### src/rtl/dx_bypass_pipe_pkg.sv
// Shared types and constants for the decode-to-execute bypass pipe.
// Optional statistics counters are enabled with DX_BYPASS_STATS_EN.
package dx_bypass_pipe_pkg;

  localparam int DX_XLEN      = 32;
  localparam int DX_NSRC      = 2;
  localparam int DX_NFWD      = 3;
  localparam int DX_RA_W      = 5;
  localparam int DX_PAYLOAD_W = 64;

  localparam logic [DX_RA_W-1:0] REG_ZERO = '0;

  typedef struct packed {
    logic               wr_en;
    logic [DX_RA_W-1:0] addr;
    logic [DX_XLEN-1:0] data;
    logic               data_ok;
  } fwd_stage_t;

  typedef struct packed {
    logic [DX_NSRC-1:0][DX_RA_W-1:0] src_addr;
    logic [DX_NSRC-1:0][DX_XLEN-1:0] src_data;
    logic [DX_RA_W-1:0]              dst_addr;
    logic                            wr_en;
    logic [DX_PAYLOAD_W-1:0]         payload;
  } dx_entry_t;

  function automatic logic [31:0] sat_add32(input logic [31:0] a, input logic [31:0] b);
    logic [32:0] s;
    s = {1'b0, a} + {1'b0, b};
    return s[32] ? '1 : s[31:0];
  endfunction

endpackage

### src/rtl/dx_bypass_pipe_if.sv
// Decode-side, writer-stage and execute-side signals of dx_bypass_pipe.
// master drives instructions/stages/consumer ready; slave is the pipe.
interface dx_bypass_pipe_if import dx_bypass_pipe_pkg::*; #(
  parameter int XLEN      = DX_XLEN,
  parameter int NSRC      = DX_NSRC,
  parameter int NFWD      = DX_NFWD,
  parameter int RA_W      = DX_RA_W,
  parameter int PAYLOAD_W = DX_PAYLOAD_W
);
  logic                       flush;
  logic                       in_valid;
  logic                       in_ready;
  logic [NSRC-1:0][RA_W-1:0]  in_src_addr;
  logic [NSRC-1:0][XLEN-1:0]  in_src_data;
  logic [RA_W-1:0]            in_dst_addr;
  logic                       in_wr_en;
  logic [PAYLOAD_W-1:0]       in_payload;
  logic [NFWD-1:0]            stg_wr_en;
  logic [NFWD-1:0][RA_W-1:0]  stg_addr;
  logic [NFWD-1:0][XLEN-1:0]  stg_data;
  logic [NFWD-1:0]            stg_data_ok;
  logic                       out_valid;
  logic                       out_ready;
  logic [NSRC-1:0][XLEN-1:0]  out_src_data;
  logic [RA_W-1:0]            out_dst_addr;
  logic                       out_wr_en;
  logic [PAYLOAD_W-1:0]       out_payload;
  logic                       stall;

  modport master (
    output flush, in_valid, in_src_addr, in_src_data, in_dst_addr, in_wr_en, in_payload,
           stg_wr_en, stg_addr, stg_data, stg_data_ok, out_ready,
    input  in_ready, out_valid, out_src_data, out_dst_addr, out_wr_en, out_payload, stall
  );

  modport slave (
    input  flush, in_valid, in_src_addr, in_src_data, in_dst_addr, in_wr_en, in_payload,
           stg_wr_en, stg_addr, stg_data, stg_data_ok, out_ready,
    output in_ready, out_valid, out_src_data, out_dst_addr, out_wr_en, out_payload, stall
  );
endinterface

### src/rtl/dx_operand_resolve.sv
// One source operand against all writer stages; the youngest matching stage wins.
// With DX_BYPASS_STATS_EN, fwd flags an operand taken from a stage.
module dx_operand_resolve import dx_bypass_pipe_pkg::*; #(
  parameter int NFWD = DX_NFWD
) (
  input  logic [DX_RA_W-1:0]    addr,
  input  logic [DX_XLEN-1:0]    rf_data,
  input  fwd_stage_t [NFWD-1:0] stg,
  output logic [DX_XLEN-1:0]    data,
  output logic                  hazard
`ifdef DX_BYPASS_STATS_EN
  ,
  output logic                  fwd
`endif
);

  logic hit;

  // Once the youngest match is found, older stages are ignored even if ready.
  always_comb begin
    data   = rf_data;
    hazard = 1'b0;
    hit    = 1'b0;
    if (addr == REG_ZERO) begin
      data = '0;
    end else begin
      for (int k = 0; k < NFWD; k++) begin
        if (!hit && stg[k].wr_en && stg[k].addr == addr) begin
          hit = 1'b1;
          if (stg[k].data_ok) data = stg[k].data;
          else                hazard = 1'b1;
        end
      end
    end
  end

`ifdef DX_BYPASS_STATS_EN
  assign fwd = hit && !hazard;
`endif

endmodule

### src/rtl/dx_bypass_pipe.sv
// D-stage entry register with operand bypass and a registered X-stage output.
// DX_BYPASS_STATS_EN adds stall_cycles/fwd_count counters and stats_clr.
module dx_bypass_pipe import dx_bypass_pipe_pkg::*; #(
  parameter int XLEN      = DX_XLEN,
  parameter int NSRC      = DX_NSRC,
  parameter int NFWD      = DX_NFWD,
  parameter int RA_W      = DX_RA_W,
  parameter int PAYLOAD_W = DX_PAYLOAD_W
) (
  input  logic              clk,
  input  logic              rst_n,
  dx_bypass_pipe_if.slave   bus
`ifdef DX_BYPASS_STATS_EN
  ,
  input  logic              stats_clr,
  output logic [31:0]       stall_cycles,
  output logic [31:0]       fwd_count
`endif
);

  dx_entry_t                 entry_q, entry_d;
  logic                      entry_valid_q, entry_valid_d;
  logic                      out_valid_q, out_valid_d;
  logic [NSRC-1:0][XLEN-1:0] out_src_data_q, out_src_data_d;
  logic [RA_W-1:0]           out_dst_addr_q, out_dst_addr_d;
  logic                      out_wr_en_q, out_wr_en_d;
  logic [PAYLOAD_W-1:0]      out_payload_q, out_payload_d;

  fwd_stage_t [NFWD-1:0]     stg;
  logic [NSRC-1:0][XLEN-1:0] res_data;
  logic [NSRC-1:0]           hazard;
  logic                      stall, issue, in_ready, accept;
`ifdef DX_BYPASS_STATS_EN
  logic [NSRC-1:0]           fwd_hit;
`endif

  for (genvar k = 0; k < NFWD; k++) begin : g_stg
    assign stg[k] = '{wr_en: bus.stg_wr_en[k], addr: bus.stg_addr[k],
                      data: bus.stg_data[k], data_ok: bus.stg_data_ok[k]};
  end

  for (genvar s = 0; s < NSRC; s++) begin : g_src
    dx_operand_resolve #(.NFWD(NFWD)) u_res (
      .addr    (entry_q.src_addr[s]),
      .rf_data (entry_q.src_data[s]),
      .stg     (stg),
      .data    (res_data[s]),
      .hazard  (hazard[s])
`ifdef DX_BYPASS_STATS_EN
      ,
      .fwd     (fwd_hit[s])
`endif
    );
  end

  // Flush outranks issue and accept, so it is folded into both strobes.
  assign stall    = entry_valid_q && |hazard;
  assign issue    = entry_valid_q && !stall && (!out_valid_q || bus.out_ready) && !bus.flush;
  assign in_ready = !bus.flush && (!entry_valid_q || issue);
  assign accept   = bus.in_valid && in_ready;

  always_comb begin
    entry_d       = entry_q;
    entry_valid_d = entry_valid_q;
    if (bus.flush) begin
      entry_valid_d = 1'b0;
    end else begin
      if (issue) entry_valid_d = 1'b0;
      if (accept) begin
        entry_valid_d = 1'b1;
        entry_d = '{src_addr: bus.in_src_addr, src_data: bus.in_src_data,
                    dst_addr: bus.in_dst_addr, wr_en: bus.in_wr_en, payload: bus.in_payload};
      end
    end
  end

  // Data registers only move on issue, so a stalled consumer sees stable values.
  always_comb begin
    out_valid_d    = out_valid_q;
    out_src_data_d = out_src_data_q;
    out_dst_addr_d = out_dst_addr_q;
    out_wr_en_d    = out_wr_en_q;
    out_payload_d  = out_payload_q;
    if (bus.flush) begin
      out_valid_d = 1'b0;
    end else if (issue) begin
      out_valid_d    = 1'b1;
      out_src_data_d = res_data;
      out_dst_addr_d = entry_q.dst_addr;
      out_wr_en_d    = entry_q.wr_en;
      out_payload_d  = entry_q.payload;
    end else if (out_valid_q && bus.out_ready) begin
      out_valid_d = 1'b0;
    end
  end

  always_ff @(posedge clk or negedge rst_n) begin
    if (!rst_n) begin
      entry_q        <= '0;
      entry_valid_q  <= 1'b0;
      out_valid_q    <= 1'b0;
      out_src_data_q <= '0;
      out_dst_addr_q <= '0;
      out_wr_en_q    <= 1'b0;
      out_payload_q  <= '0;
    end else begin
      entry_q        <= entry_d;
      entry_valid_q  <= entry_valid_d;
      out_valid_q    <= out_valid_d;
      out_src_data_q <= out_src_data_d;
      out_dst_addr_q <= out_dst_addr_d;
      out_wr_en_q    <= out_wr_en_d;
      out_payload_q  <= out_payload_d;
    end
  end

  assign bus.in_ready     = in_ready;
  assign bus.stall        = stall;
  assign bus.out_valid    = out_valid_q;
  assign bus.out_src_data = out_src_data_q;
  assign bus.out_dst_addr = out_dst_addr_q;
  assign bus.out_wr_en    = out_wr_en_q;
  assign bus.out_payload  = out_payload_q;

`ifdef DX_BYPASS_STATS_EN
  logic [31:0] stall_cycles_q, stall_cycles_d;
  logic [31:0] fwd_count_q, fwd_count_d;
  logic [31:0] fwd_n;

  always_comb begin
    fwd_n = '0;
    for (int s = 0; s < NSRC; s++) fwd_n = fwd_n + 32'(fwd_hit[s]);
    stall_cycles_d = stall_cycles_q;
    fwd_count_d    = fwd_count_q;
    if (stats_clr) begin
      stall_cycles_d = '0;
      fwd_count_d    = '0;
    end else begin
      if (stall) stall_cycles_d = sat_add32(stall_cycles_q, 32'd1);
      if (issue) fwd_count_d    = sat_add32(fwd_count_q, fwd_n);
    end
  end

  always_ff @(posedge clk or negedge rst_n) begin
    if (!rst_n) begin
      stall_cycles_q <= '0;
      fwd_count_q    <= '0;
    end else begin
      stall_cycles_q <= stall_cycles_d;
      fwd_count_q    <= fwd_count_d;
    end
  end

  assign stall_cycles = stall_cycles_q;
  assign fwd_count    = fwd_count_q;
`endif

endmodule

### src/flat_wrapper.sv
// flat-port wrapper written by rule: the top's interface ports become plain ports
module dx_bypass_pipe_flat import dx_bypass_pipe_pkg::*;
#(
  parameter int XLEN      = DX_XLEN,
  parameter int NSRC      = DX_NSRC,
  parameter int NFWD      = DX_NFWD,
  parameter int RA_W      = DX_RA_W,
  parameter int PAYLOAD_W = DX_PAYLOAD_W
)
  (clk, rst_n, bus_flush, bus_in_valid, bus_in_src_addr, bus_in_src_data, bus_in_dst_addr, bus_in_wr_en, bus_in_payload, bus_stg_wr_en, bus_stg_addr, bus_stg_data, bus_stg_data_ok, bus_out_ready, bus_in_ready, bus_out_valid, bus_out_src_data, bus_out_dst_addr, bus_out_wr_en, bus_out_payload, bus_stall);
  dx_bypass_pipe_if #(.XLEN(XLEN), .NSRC(NSRC), .NFWD(NFWD), .RA_W(RA_W), .PAYLOAD_W(PAYLOAD_W)) bus_i ();
  input  logic clk;
  input  logic rst_n;
  input wire logic [$bits(bus_i.flush)-1:0] bus_flush;
  input wire logic [$bits(bus_i.in_valid)-1:0] bus_in_valid;
  input wire logic [$bits(bus_i.in_src_addr)-1:0] bus_in_src_addr;
  input wire logic [$bits(bus_i.in_src_data)-1:0] bus_in_src_data;
  input wire logic [$bits(bus_i.in_dst_addr)-1:0] bus_in_dst_addr;
  input wire logic [$bits(bus_i.in_wr_en)-1:0] bus_in_wr_en;
  input wire logic [$bits(bus_i.in_payload)-1:0] bus_in_payload;
  input wire logic [$bits(bus_i.stg_wr_en)-1:0] bus_stg_wr_en;
  input wire logic [$bits(bus_i.stg_addr)-1:0] bus_stg_addr;
  input wire logic [$bits(bus_i.stg_data)-1:0] bus_stg_data;
  input wire logic [$bits(bus_i.stg_data_ok)-1:0] bus_stg_data_ok;
  input wire logic [$bits(bus_i.out_ready)-1:0] bus_out_ready;
  output wire logic [$bits(bus_i.in_ready)-1:0] bus_in_ready;
  output wire logic [$bits(bus_i.out_valid)-1:0] bus_out_valid;
  output wire logic [$bits(bus_i.out_src_data)-1:0] bus_out_src_data;
  output wire logic [$bits(bus_i.out_dst_addr)-1:0] bus_out_dst_addr;
  output wire logic [$bits(bus_i.out_wr_en)-1:0] bus_out_wr_en;
  output wire logic [$bits(bus_i.out_payload)-1:0] bus_out_payload;
  output wire logic [$bits(bus_i.stall)-1:0] bus_stall;
  assign bus_i.flush = bus_flush;
  assign bus_i.in_valid = bus_in_valid;
  assign bus_i.in_src_addr = bus_in_src_addr;
  assign bus_i.in_src_data = bus_in_src_data;
  assign bus_i.in_dst_addr = bus_in_dst_addr;
  assign bus_i.in_wr_en = bus_in_wr_en;
  assign bus_i.in_payload = bus_in_payload;
  assign bus_i.stg_wr_en = bus_stg_wr_en;
  assign bus_i.stg_addr = bus_stg_addr;
  assign bus_i.stg_data = bus_stg_data;
  assign bus_i.stg_data_ok = bus_stg_data_ok;
  assign bus_i.out_ready = bus_out_ready;
  assign bus_in_ready = bus_i.in_ready;
  assign bus_out_valid = bus_i.out_valid;
  assign bus_out_src_data = bus_i.out_src_data;
  assign bus_out_dst_addr = bus_i.out_dst_addr;
  assign bus_out_wr_en = bus_i.out_wr_en;
  assign bus_out_payload = bus_i.out_payload;
  assign bus_stall = bus_i.stall;
  dx_bypass_pipe #(.XLEN(XLEN), .NSRC(NSRC), .NFWD(NFWD), .RA_W(RA_W), .PAYLOAD_W(PAYLOAD_W)) u_core (.clk(clk), .rst_n(rst_n), .bus(bus_i));
endmodule
### config.mk
export PLATFORM = sky130hd
export DESIGN_NAME = dx_bypass_pipe_flat
export DESIGN_NICKNAME = d
export VERILOG_FILES = /design/src/rtl/dx_bypass_pipe_pkg.sv /design/src/rtl/dx_bypass_pipe_if.sv /design/src/rtl/dx_operand_resolve.sv /design/src/rtl/dx_bypass_pipe.sv /design/src/flat_wrapper.sv
export SDC_FILE = /design/constraint.sdc
export NUM_CORES = 1
export LEC_CHECK = 0
export CAP_MARGIN = 5
export CORE_AREA = 2 2 271 246
export DETAILED_ROUTE_END_ITERATION = 16
export DIE_AREA = 0 0 273 248
export SLEW_MARGIN = 20
export SYNTH_ARGS = -nofsm -noshare
export SYNTH_HDL_FRONTEND = slang
export SYNTH_SLANG_ARGS = --single-unit
### constraint.sdc
create_clock -name clk -period 6.9 [get_ports clk]
set_input_delay 2.07 -clock clk [delete_from_list [all_inputs] [get_ports clk]]
set_output_delay 2.07 -clock clk [all_outputs]
set_load 0.005 [all_outputs]
==> metrics, run 1 <==
Syn-to-layout area delta=35.88%; cts hold-fix bufs=0; top_reg_cell synth=dfrtp_1; root buf cell=clkbuf_16; Critical Path RT=4830 ps; IO buf count=402; NumNets Final=2423; Ys Warns=0; final worst slack=97.46 ps; Highest Clock Rate=0.1470 GHz; status=completed; number of global-route vias before repair=17399; 1st-pass router iterations=8; core area=0.06503 sq mm; Slew Limit Fails=0; H-tree Lvls=2; Setup TNS Final=0 ps; number of buffers created by CTS=38; critical path fanouts, max=2; Post-DP HPWL=47280 um; Rows=around 90; fin util=36.32%; relative slew slack=26.87%; global-route wire length before repair=111900 um; Post-synth EDFFs=0; Syn Area/Cell=around 9.2 sq um; clock insertion delay at the later pin of the skew report=about 560 ps; FF-to-FF path depth=10; Pwr Total=7.590 mW; met1 usage=approximately 29%; largest net degree at the start of global routing=146; crit share post-route=98.59%; minimum clock period=6803 ps; final instance area=between 0.02 and 0.025 sq mm; Synth Register Bits=280; Hold/Removal Path Class=register to register; critical path data arrival time=4730 ps; DRC=0; power per standard cell area=about 320 mW/mm^2; gr usage total=a little over a fifth; fill count=6446; Final Skew=roughly 18 ps; hold wc startpoint=u_core.bus.out_payload[46]$_DFFE_PN0P_; Overflow after GRT=0; worst setup path class=input port to output port; Critical Path Start Type=input port; VDD IR-drop max=0.0001767 V; Multi-input gate area=roughly 0.0096 sq mm; GP Congestion=between 0.8 and 0.9; RSZ-0062 raised after global routing=no; R2R Path Start=u_core.entry_q[139]$_DFFE_PN0P_; FF-to-FF End=u_core.entry_q[101]$_DFFE_PN0P_; dpl cell area=0.02224 sq mm; syn_nets=between 2000 and 2500; drt via density=around 5.9; CP Capture Type=output port; mean routed wirelength per cell=24.78 um; CP startpoint=bus_stg_addr[4]; Hold Path End=u_core.bus.out_payload[46]$_DFFE_PN0P_; MaxCap Viol Count=0; static leakage=8.768 nW; Register-to-Register Setup Slack=approximately 2600 ps; CTS tree=done; Synth Cell Area=0.01738 sq mm; Seq/Total Area, Yosys=40.31%; Fin. Hold Viols=0; hold depth=1; Post-DRT Antenna Nets=0; Worst Tran Pin Value=1097 ps; Reg clk slew, reported paths=around 60 ps; Final setup viols=0; fraction of layout cells with a size suffix above 1=between 10% and 20%; met2 usage=33.76%; clk sinks=280; Netlist cell types=49; Initial Utilization=a little over a quarter; clk buf depth=3; Sequential Area=0.007010 sq mm; post-synthesis instance total=1885; chip width=273 um; gr busiest metal=met2; # IOs=roughly 400; Die H=roughly 250 um; initial antenna violation count=21; via count=approximately 18000; total die area=0.06770 sq mm; total wire length=75780 um; FFs w/ async S/R, synth=100.0%; DR iter-0 viols=1865; GRT met3 Usage=6.037%; Post-Place Setup Slack=-336.8 ps
[per-stage QoR]
step                      hold WS [ps]  instances
final                            503.5       3058
after global routing             523.0       3052
after CTS                        505.4       3049
after detailed placement         494.0       2979
after global placement           490.5       2977
after floorplan                  494.2       1885
[report_power, final]
part	switching (mW)	total, mW	internal (mW)
Sequential	0.481	2.74	2.26
Clock	0.838	2.07	1.23
Combinational	1.15	2.78	1.63
Total	2.47	7.59	5.12
[worst max-delay path by stage]
stage,to,slack [ps],depth (start not counted)
2_1_floorplan,bus_in_ready,500,11
3_5_place_dp,bus_in_ready,-340,9
5_1_grt,bus_in_ready,0.5,9
3_3_place_gp,bus_in_ready,-340,9
6_report,bus_in_ready,100,9
4_1_cts,bus_in_ready,70,9
[registers in the layout, summed over array words and instances, names as in the netlist]
name and flops:
u_core.bus.out_wr_en 1, u_core.bus.out_payload 64, u_core.bus.out_src_data 64, u_core.entry_valid_q 1, u_core.bus.out_valid 1, u_core.bus.out_dst_addr 5, u_core.entry_q 144
[cells in the final DEF (no fill, tap or decap), types with 68 or more instances in the layout]
cell type | synthesis | routed
nor2_1 | 70 | 68
nand3_1 | 151 | 150
o21ai_0 | 149 | 147
nor3b_1 | 144 | 144
mux2_2 | 127 | 127
a221oi_1 | 144 | 144
nand4_1 | 147 | 147
nand2_1 | 99 | 98
dfrtp_1 | 280 | 279
clkdlybuf4s50_1 | 0 | 399
and2_1 | 145 | 144
[repair_timing]
action / in CTS / in global routing
pin swaps: 5 / 1
endpoints found under the setup margin: 2 / 1
resized for setup: 6 / 1
endpoints found under the hold margin: 0 / 0
buffers inserted: 0 / 0
[cell families (layout without fill, tap and decap cells)]
family | after synthesis | in the layout | share of synthesized area (%)
simple gates | 778 | 778 | 25.64
compound gates | 431 | 431 | 18.23
flops | 280 | 280 | 40.31
buf+inv | 229 | 531 | 5.247
mux | 137 | 137 | 9.062
xor+xnor | 30 | 30 | 1.512
other cells | 0 | 7 | 0
[cells in the mapped netlist, drive strengths merged (3+ instances only)]
library cell / n / area [sq um]
o31ai: 30 / 225.2
a221oi: 144 / 1261
buf: 34 / 178.9
dfrtp: 280 / 7007
o32ai: 30 / 262.8
nand2: 99 / 371.6
nand4: 147 / 919.6
xnor2: 18 / 157.7
a32oi: 31 / 271.5
a22o: 32 / 280.3
nor4: 4 / 37.53
nor3b: 144 / 1081
nor2: 71 / 274.0
nor3: 5 / 25.02
mux2: 136 / 1565
o21ai: 149 / 745.7
clkbuf: 194 / 729.4
xor2: 12 / 105.1
and2: 145 / 907.1
nand3: 151 / 755.7
or4: 3 / 26.27
nand2b: 3 / 18.77
[critical path: stages]
cell	delay [ps]
clkdlybuf4s50_1	440
xor2_1	180
nor4_2	370
and3_4	270
mux2i_2	270
o41ai_2	130
or4_4	580
a21oi_4	160
dlygate4sd2_1	250
[routing by layer]
metal | vias up | wire (um)
li1 | 7757 | -
met1 | 9116 | 32230
met2 | 911 | 34700
met3 | 115 | 7272
met4 | 26 | 1413
met5 | - | 167
[layout make-up]
| cell class | count | area share, % |
|---|---|---|
| clock inverter | 12 | 0.5827 |
| tap | 864 | 4.577 |
| inverter | 1 | 0.01589 |
| timing repair buffer | 460 | 19.46 |
| sequential | 280 | 29.68 |
| clock buffer | 58 | 4.857 |
| multi-input combinational | 1376 | 40.76 |
| antenna | 7 | 0.07416 |
No activity file was read; power rests on OpenSTA's default activity.
==> run 2, diff against run 1 <==
- CTS_BUF_LIST: not set -> sky130_fd_sc_hd__clkbuf_2 sky130_fd_sc_hd__clkbuf_4 sky130_fd_sc_hd__clkbuf_8
- GPL_TIMING_DRIVEN: not set -> 0
==> metrics, run 2 (synthesized netlist as in run 1, its figures left out) <==
Critical Path Start Type=input port; final worst slack=92.74 ps (-4.715 ps); Fin. Hold Viols=0 (unchanged); Rows=89 (unchanged); largest net degree at the start of global routing=89 (-39%); CP startpoint=bus_stg_addr[14]; CP Cell Sequence=clkdlybuf4s50_1, xor2_1, nor3_1, o211ai_1, o41a_1, clkbuf_8, a21boi_0, clkdlybuf4s50_1; VDD IR-drop max=0.0001676 V (-5.1%); core area=0.06503 sq mm (unchanged); Reg clk slew, reported paths=60 ps (about the same); Die H=248 um (unchanged); root buf cell=clkbuf_8; status=completed; total die area=0.06770 sq mm (unchanged); static leakage=8.842 nW (+0.84%); commonest non-fill, non-tap cell in the layout=clkdlybuf4s50_1; Post-Place Setup Slack=-1178 ps (-841.3 ps); switching component of the power=2.530 mW (+2.6%); CP Capture Type=output port; Slew Limit Fails=0 (unchanged); initial antenna violation count=19 (-9.5%); NumNets Final=2612 (+7.8%); DR iter-0 viols=1965 (+5.4%); power per standard cell area=313.5 mW/mm^2 (-2.4%); Hold/Removal Path Class=register to register; chip width=273 um (unchanged); Logic pwr share=38.8% (+2.2 points); minimum clock period=6807 ps (+4.715 ps); Sw Ratio=33.78% (+1.3 points); most frequent cells in the layout=clkdlybuf4s50_1 (398), dfrtp_1 (280), clkbuf_1 (187), nand3_1 (150), o21ai_0 (149); global-route wire length before repair=121200 um (+8.3%); clk sinks=280 (unchanged); WHS=503.5 ps (-0.01300 ps); drt via density=5.713 (-2.5%); hold depth=1 (unchanged); number of buffers created by CTS=53 (+39%); Reg power frac=36.3% (about the same); WP buf/inv=3 (+1); relative slew slack=15.09% (-12 points); worst setup path class=input port to output port; Final Skew=33.96 ps (+15.97 ps); Register-to-Register Setup Slack=2700 ps (+60 ps); FF-to-FF End=u_core.bus.out_src_data[33]$_DFFE_PN0P_; hold wc startpoint=u_core.bus.out_payload[50]$_DFFE_PN0P_; H-tree Lvls=2 (unchanged); CTS tree=done; Highest Clock Rate=0.1469 GHz (about the same); Post-DP HPWL=61140 um (+29%); RSZ-0062 raised after global routing=no; cts hold-fix bufs=0 (unchanged); Worst path max stage delay=530 ps (-50 ps); crit share post-route=98.66% (about the same); Worst Tran Pin Value=1260 ps (+163.4 ps); gr usage total=23.52% (+2.2 points); crit-path leading delay family=buffers and inverters; Slowest cell on crit path=clkdlybuf4s50_1; Pint=4.960 mW (-3.2%); Post-DRT Antenna Nets=0 (unchanged); Overflow after GRT=0 (unchanged); R2R Path Start=u_core.entry_q[134]$_DFFE_PN0P_; critical path data arrival time=4740 ps (about the same); mean routed wirelength per cell=25.36 um (+2.3%); Critical Path RT=4830 ps (about the same); via count=18603 (+3.8%); Hold Path End=u_core.bus.out_payload[50]$_DFFE_PN0P_; IO buf count=402 (unchanged); # IOs=403 (unchanged); total wire length=82580 um (+9.0%); Initial Utilization=26.73% (unchanged); Syn-to-layout area delta=37.42%; fin util=36.73% (+0.41 points); clk buf depth=3 (unchanged); clock insertion delay at the later pin of the skew report=670 ps (+110 ps); number of global-route vias before repair=18831 (+8.2%); max reg flops=144 (unchanged); largest register by flop count=u_core.entry_q; critical path fanouts, max=19 (+17); 1st-pass router iterations=6 (-2); clock share of power=25.0% (-2.2 points); Worst path most repeated cell=clkdlybuf4s50_1; Setup TNS Final=0 ps (unchanged); MaxCap Viol Count=0 (unchanged); FF-to-FF path depth=10 (unchanged); DRC=0 (unchanged); fraction of layout cells with a size suffix above 1=11.78% (-1.2 points); Final setup viols=0 (unchanged); GP Congestion=0.9329 (+7.9%)
[run 2: cell types whose count changed in the layout (fill, tap and decap cells not counted), moves of 3 or more]
cell | before | now
clkbuf_4 | 0 | 11
clkbuf_8 | 10 | 72
clkbuf_1 | 9 | 187
buf_1 | 0 | 10
buf_2 | 0 | 17
clkbuf_16 | 39 | 0
buf_12 | 4 | 0
buf_4 | 49 | 13
clkinv_2 | 5 | 8
[run 2: how the worst max path moves through the flow]
stage,to,slack (ps),depth (start not counted)
global placement,u_core.bus.out_payload[10]$_DFFE_PN0P_,-9480,1
finish,bus_stall,90,8
floorplan,bus_in_ready,500,11
CTS,bus_stall,70,8
global route,bus_stall,5,8
detailed placement,bus_in_ready,-1180,13
[run 2: final cells by class]
cell class / count / area, sq um
diodes: 6 / 15.01
plain buffers: 221 / 880.8
clock buffers: 82 / 1060
clock inverters: 13 / 136.4
fillers: 6570 / 41140
inverters: 1 / 3.754
multi-input cells: 1376 / 9537
flip-flops and latches: 280 / 7007
well taps: 864 / 1081
repair buffers: 413 / 4168
[run 2: through the flow]
stage               power [mW]  instances  instance area, sq um
floorplan                3.926       1885                 17380
global placement         5.540       3151                 22490
detailed placement       5.609       3154                 22580
CTS                      7.529       3250                 23850
global route             7.882       3254                 23880
finish                   7.490       3256                 23890
[run 2: power groups by stage]
stage          registers [mW]  clock network, mW  logic [mW]
2_1_floorplan            2.61                  0        1.32
3_3_place_gp             2.71                  0        2.83
3_5_place_dp             2.73                  0        2.88
4_1_cts                  2.71               1.91        2.91
5_1_grt                  2.78               1.98        3.12
6_report                 2.72               1.87        2.90
[run 2: metal layers]
layer / part of all wire, % / global-route usage (%)
met2: 46 / 37.97
met3: 9.2 / 6.811
met5: 0.24 / 0
met4: 3.1 / 7.988
met1: 41 / 30.08
[run 2: worst reg2reg max path, stage by stage (launching register included)]
cell and delay (ps):
dfrtp_1 350, clkbuf_1 210, xnor2_1 370, nand3_1 130, or2_2 420, o311a_1 200, clkbuf_1 390, nor4_2 780
buf_2 510, buf_4 340, mux2_2 380
[run 2: timing repair]
action                                  CTS  global route
endpoints found under the setup margin    2             1
gates resized for setup                  17             4
pin swaps                                 5             0
buffers inserted                          8             0
==> run 3, diff against run 2 <==
- clock period: 6.9 -> 8 ns (I/O delays scaled with it)
==> metrics, run 3 (synthesized netlist as in run 1, its figures left out) <==
status=completed; Slew Limit Fails=0 (unchanged); fraction of layout cells with a size suffix above 1=11.62% (-0.16 points); number of global-route vias before repair=18841 (+0.053%); Worst Tran Pin Value=1251 ps (-9.664 ps); Fin. Hold Viols=0 (unchanged); DRC=0 (unchanged); Final Non-Filler Cells=3256 (unchanged); total wire length=82450 um (-0.15%); Reg power frac=36.3% (about the same); GP Congestion=0.9329 (unchanged); Logic pwr share=38.8% (about the same); met2 usage=37.89% (-0.075 points); max reg flops=144 (unchanged); power per standard cell area=270.4 mW/mm^2 (-14%); Hold/Removal Path Class=register to register; static leakage=8.853 nW (+0.13%); dpl cells=3154 (unchanged); CP Capture Type=output port; switching component of the power=2.180 mW (-14%); gr usage total=23.53% (about the same); chip width=273 um (unchanged); CP Cell Sequence=clkdlybuf4s50_1, xor2_1, nor3_1, o211ai_1, o41a_1, clkbuf_2, a21boi_0, clkdlybuf4s50_1; largest net degree at the start of global routing=89 (unchanged); clock share of power=24.9% (about the same); clock insertion delay at the later pin of the skew report=670 ps (about the same); critical path fanouts, max=19 (unchanged); NumNets Final=2610 (-0.077%); Setup TNS Final=0 ps (unchanged); minimum clock period=7693 ps; Critical Path Start Type=input port; core area=0.06503 sq mm (unchanged); mean routed wirelength per cell=25.32 um (-0.15%); 1st-pass router iterations=6 (unchanged); largest register by flop count=u_core.entry_q; Sw Ratio=33.76% (about the same); dpl cell area=0.02258 sq mm (unchanged); VDD IR-drop max=0.0001442 V (-14%); initial antenna violation count=19 (unchanged); WHS=502.3 ps (-1.225 ps); Slowest cell on crit path=clkdlybuf4s50_1; IO buf count=402 (unchanged); number of buffers created by CTS=53 (unchanged); root buf cell=clkbuf_8; critical path data arrival time=5290 ps (+550 ps); Die H=248 um (unchanged); final worst slack=306.8 ps (+214.0 ps); drt via density=5.738 (+0.42%); clk buf depth=3 (unchanged); final instance area=0.02388 sq mm (about the same); Initial Utilization=26.73% (unchanged); Reg clk slew, reported paths=60 ps (about the same); MaxCap Viol Count=0 (unchanged); met1 usage=30.16% (+0.078 points); Post-DP HPWL=61140 um (unchanged); relative slew slack=15.74% (+0.65 points); Post-DRT Antenna Nets=0 (unchanged); RSZ-0062 raised after global routing=no; global-route wire length before repair=121100 um (about the same); Pint=4.277 mW (-14%); Highest Clock Rate=0.1300 GHz; Syn-to-layout area delta=37.36% (about the same); DR iter-0 viols=1982 (+0.87%); total die area=0.06770 sq mm (unchanged); Rows=89 (unchanged); fill count=6569 (-0.015%); cts hold-fix bufs=0 (unchanged); Critical Path RT=5600 ps (+770 ps); commonest non-fill, non-tap cell in the layout=clkdlybuf4s50_1; gr busiest metal=met2; Worst path max stage delay=540 ps (about the same); Worst path most repeated cell=clkdlybuf4s50_1; # IOs=403 (unchanged); Final setup viols=0 (unchanged); Overflow after GRT=0 (unchanged); most frequent cells in the layout=clkdlybuf4s50_1 (397), dfrtp_1 (280), clkbuf_1 (187), nand3_1 (151), o21ai_0 (149); fin util=36.71% (about the same); clk sinks=280 (unchanged); worst setup path class=input port to output port; Pwr Total=6.456 mW (-14%); GRT met3 Usage=6.811% (unchanged); Final Skew=39.16 ps (+5.196 ps); CTS tree=done; H-tree Lvls=2 (unchanged); Post-Place Setup Slack=-738.1 ps (+440.0 ps); via count=18682 (+0.42%); crit share post-route=approximately 96%
## run 3: cell types whose count changed in the layout (fill, tap and decap cells not counted), moves of 2 or more
cell,change
clkbuf_2,+2
dlymetal6s2s_1,+2
buf_4,-5
diode_2,+2
## run 3: timing repair
item,in CTS,in global routing
resized for setup,14,4
pin swaps,3,4
setup buffers,4,0
hold endpoints to repair,0,0
setup endpoints to repair,2,2
## run 3: power by group through the flow
stage	clock, mW	combinational [mW]	sequential, mW
2_1_floorplan	0	1.13	2.25
3_3_place_gp	0	2.44	2.34
3_5_place_dp	0	2.49	2.35
4_1_cts	1.65	2.51	2.34
5_1_grt	1.71	2.69	2.40
6_report	1.61	2.50	2.34
## run 3: critical path: cells and delay by family
kind | cells | cell delay, ps
buffers and inverters | 3 | 1400
AOI/OAI and AO/OA | 3 | 1050
and+or+nand+nor | 1 | 230
xor gates and xnor gates | 1 | 200
## run 3: path summary, 6_finish.rpt
check	startpoint	endpoint	slack, ps	cells past startpoint
setup reg to reg	u_core.entry_q[134]$_DFFE_PN0P_	u_core.bus.out_src_data[33]$_DFFE_PN0P_	3860	10
min in group asynchronous	rst_n	u_core.bus.out_src_data[0]$_DFFE_PN0P_	1630	1
hold reg to reg	u_core.bus.out_payload[50]$_DFFE_PN0P_	u_core.bus.out_payload[50]$_DFFE_PN0P_	500	1
max in group asynchronous	rst_n	u_core.entry_q[17]$_DFFE_PN0P_	5160	3
setup / recovery	bus_stg_addr[14]	bus_stall	310	8
hold / removal	u_core.bus.out_payload[50]$_DFFE_PN0P_	u_core.bus.out_payload[50]$_DFFE_PN0P_	500	1
## run 3: final cells by class
| type | count | area (sq um) | area share [%] |
|---|---|---|---|
| diodes | 8 | 20.02 | 0.08384 |
| plain buffers | 223 | 900.9 | 3.773 |
| clock buffers | 82 | 1060 | 4.439 |
| clock inverters | 13 | 136.4 | 0.5712 |
| inverters | 1 | 3.754 | 0.01572 |
| multi-input cells | 1376 | 9524 | 39.89 |
| flip-flops and latches | 280 | 7007 | 29.35 |
| well taps | 864 | 1081 | 4.528 |
| repair buffers | 409 | 4144 | 17.36 |
## run 3: per-layer routing
layer | vias up | routed length (um)
met3 | 178 | 7803
met5 | - | 184
li1 | 8149 | -
met4 | 28 | 2755
met2 | 958 | 37730
met1 | 9369 | 33980
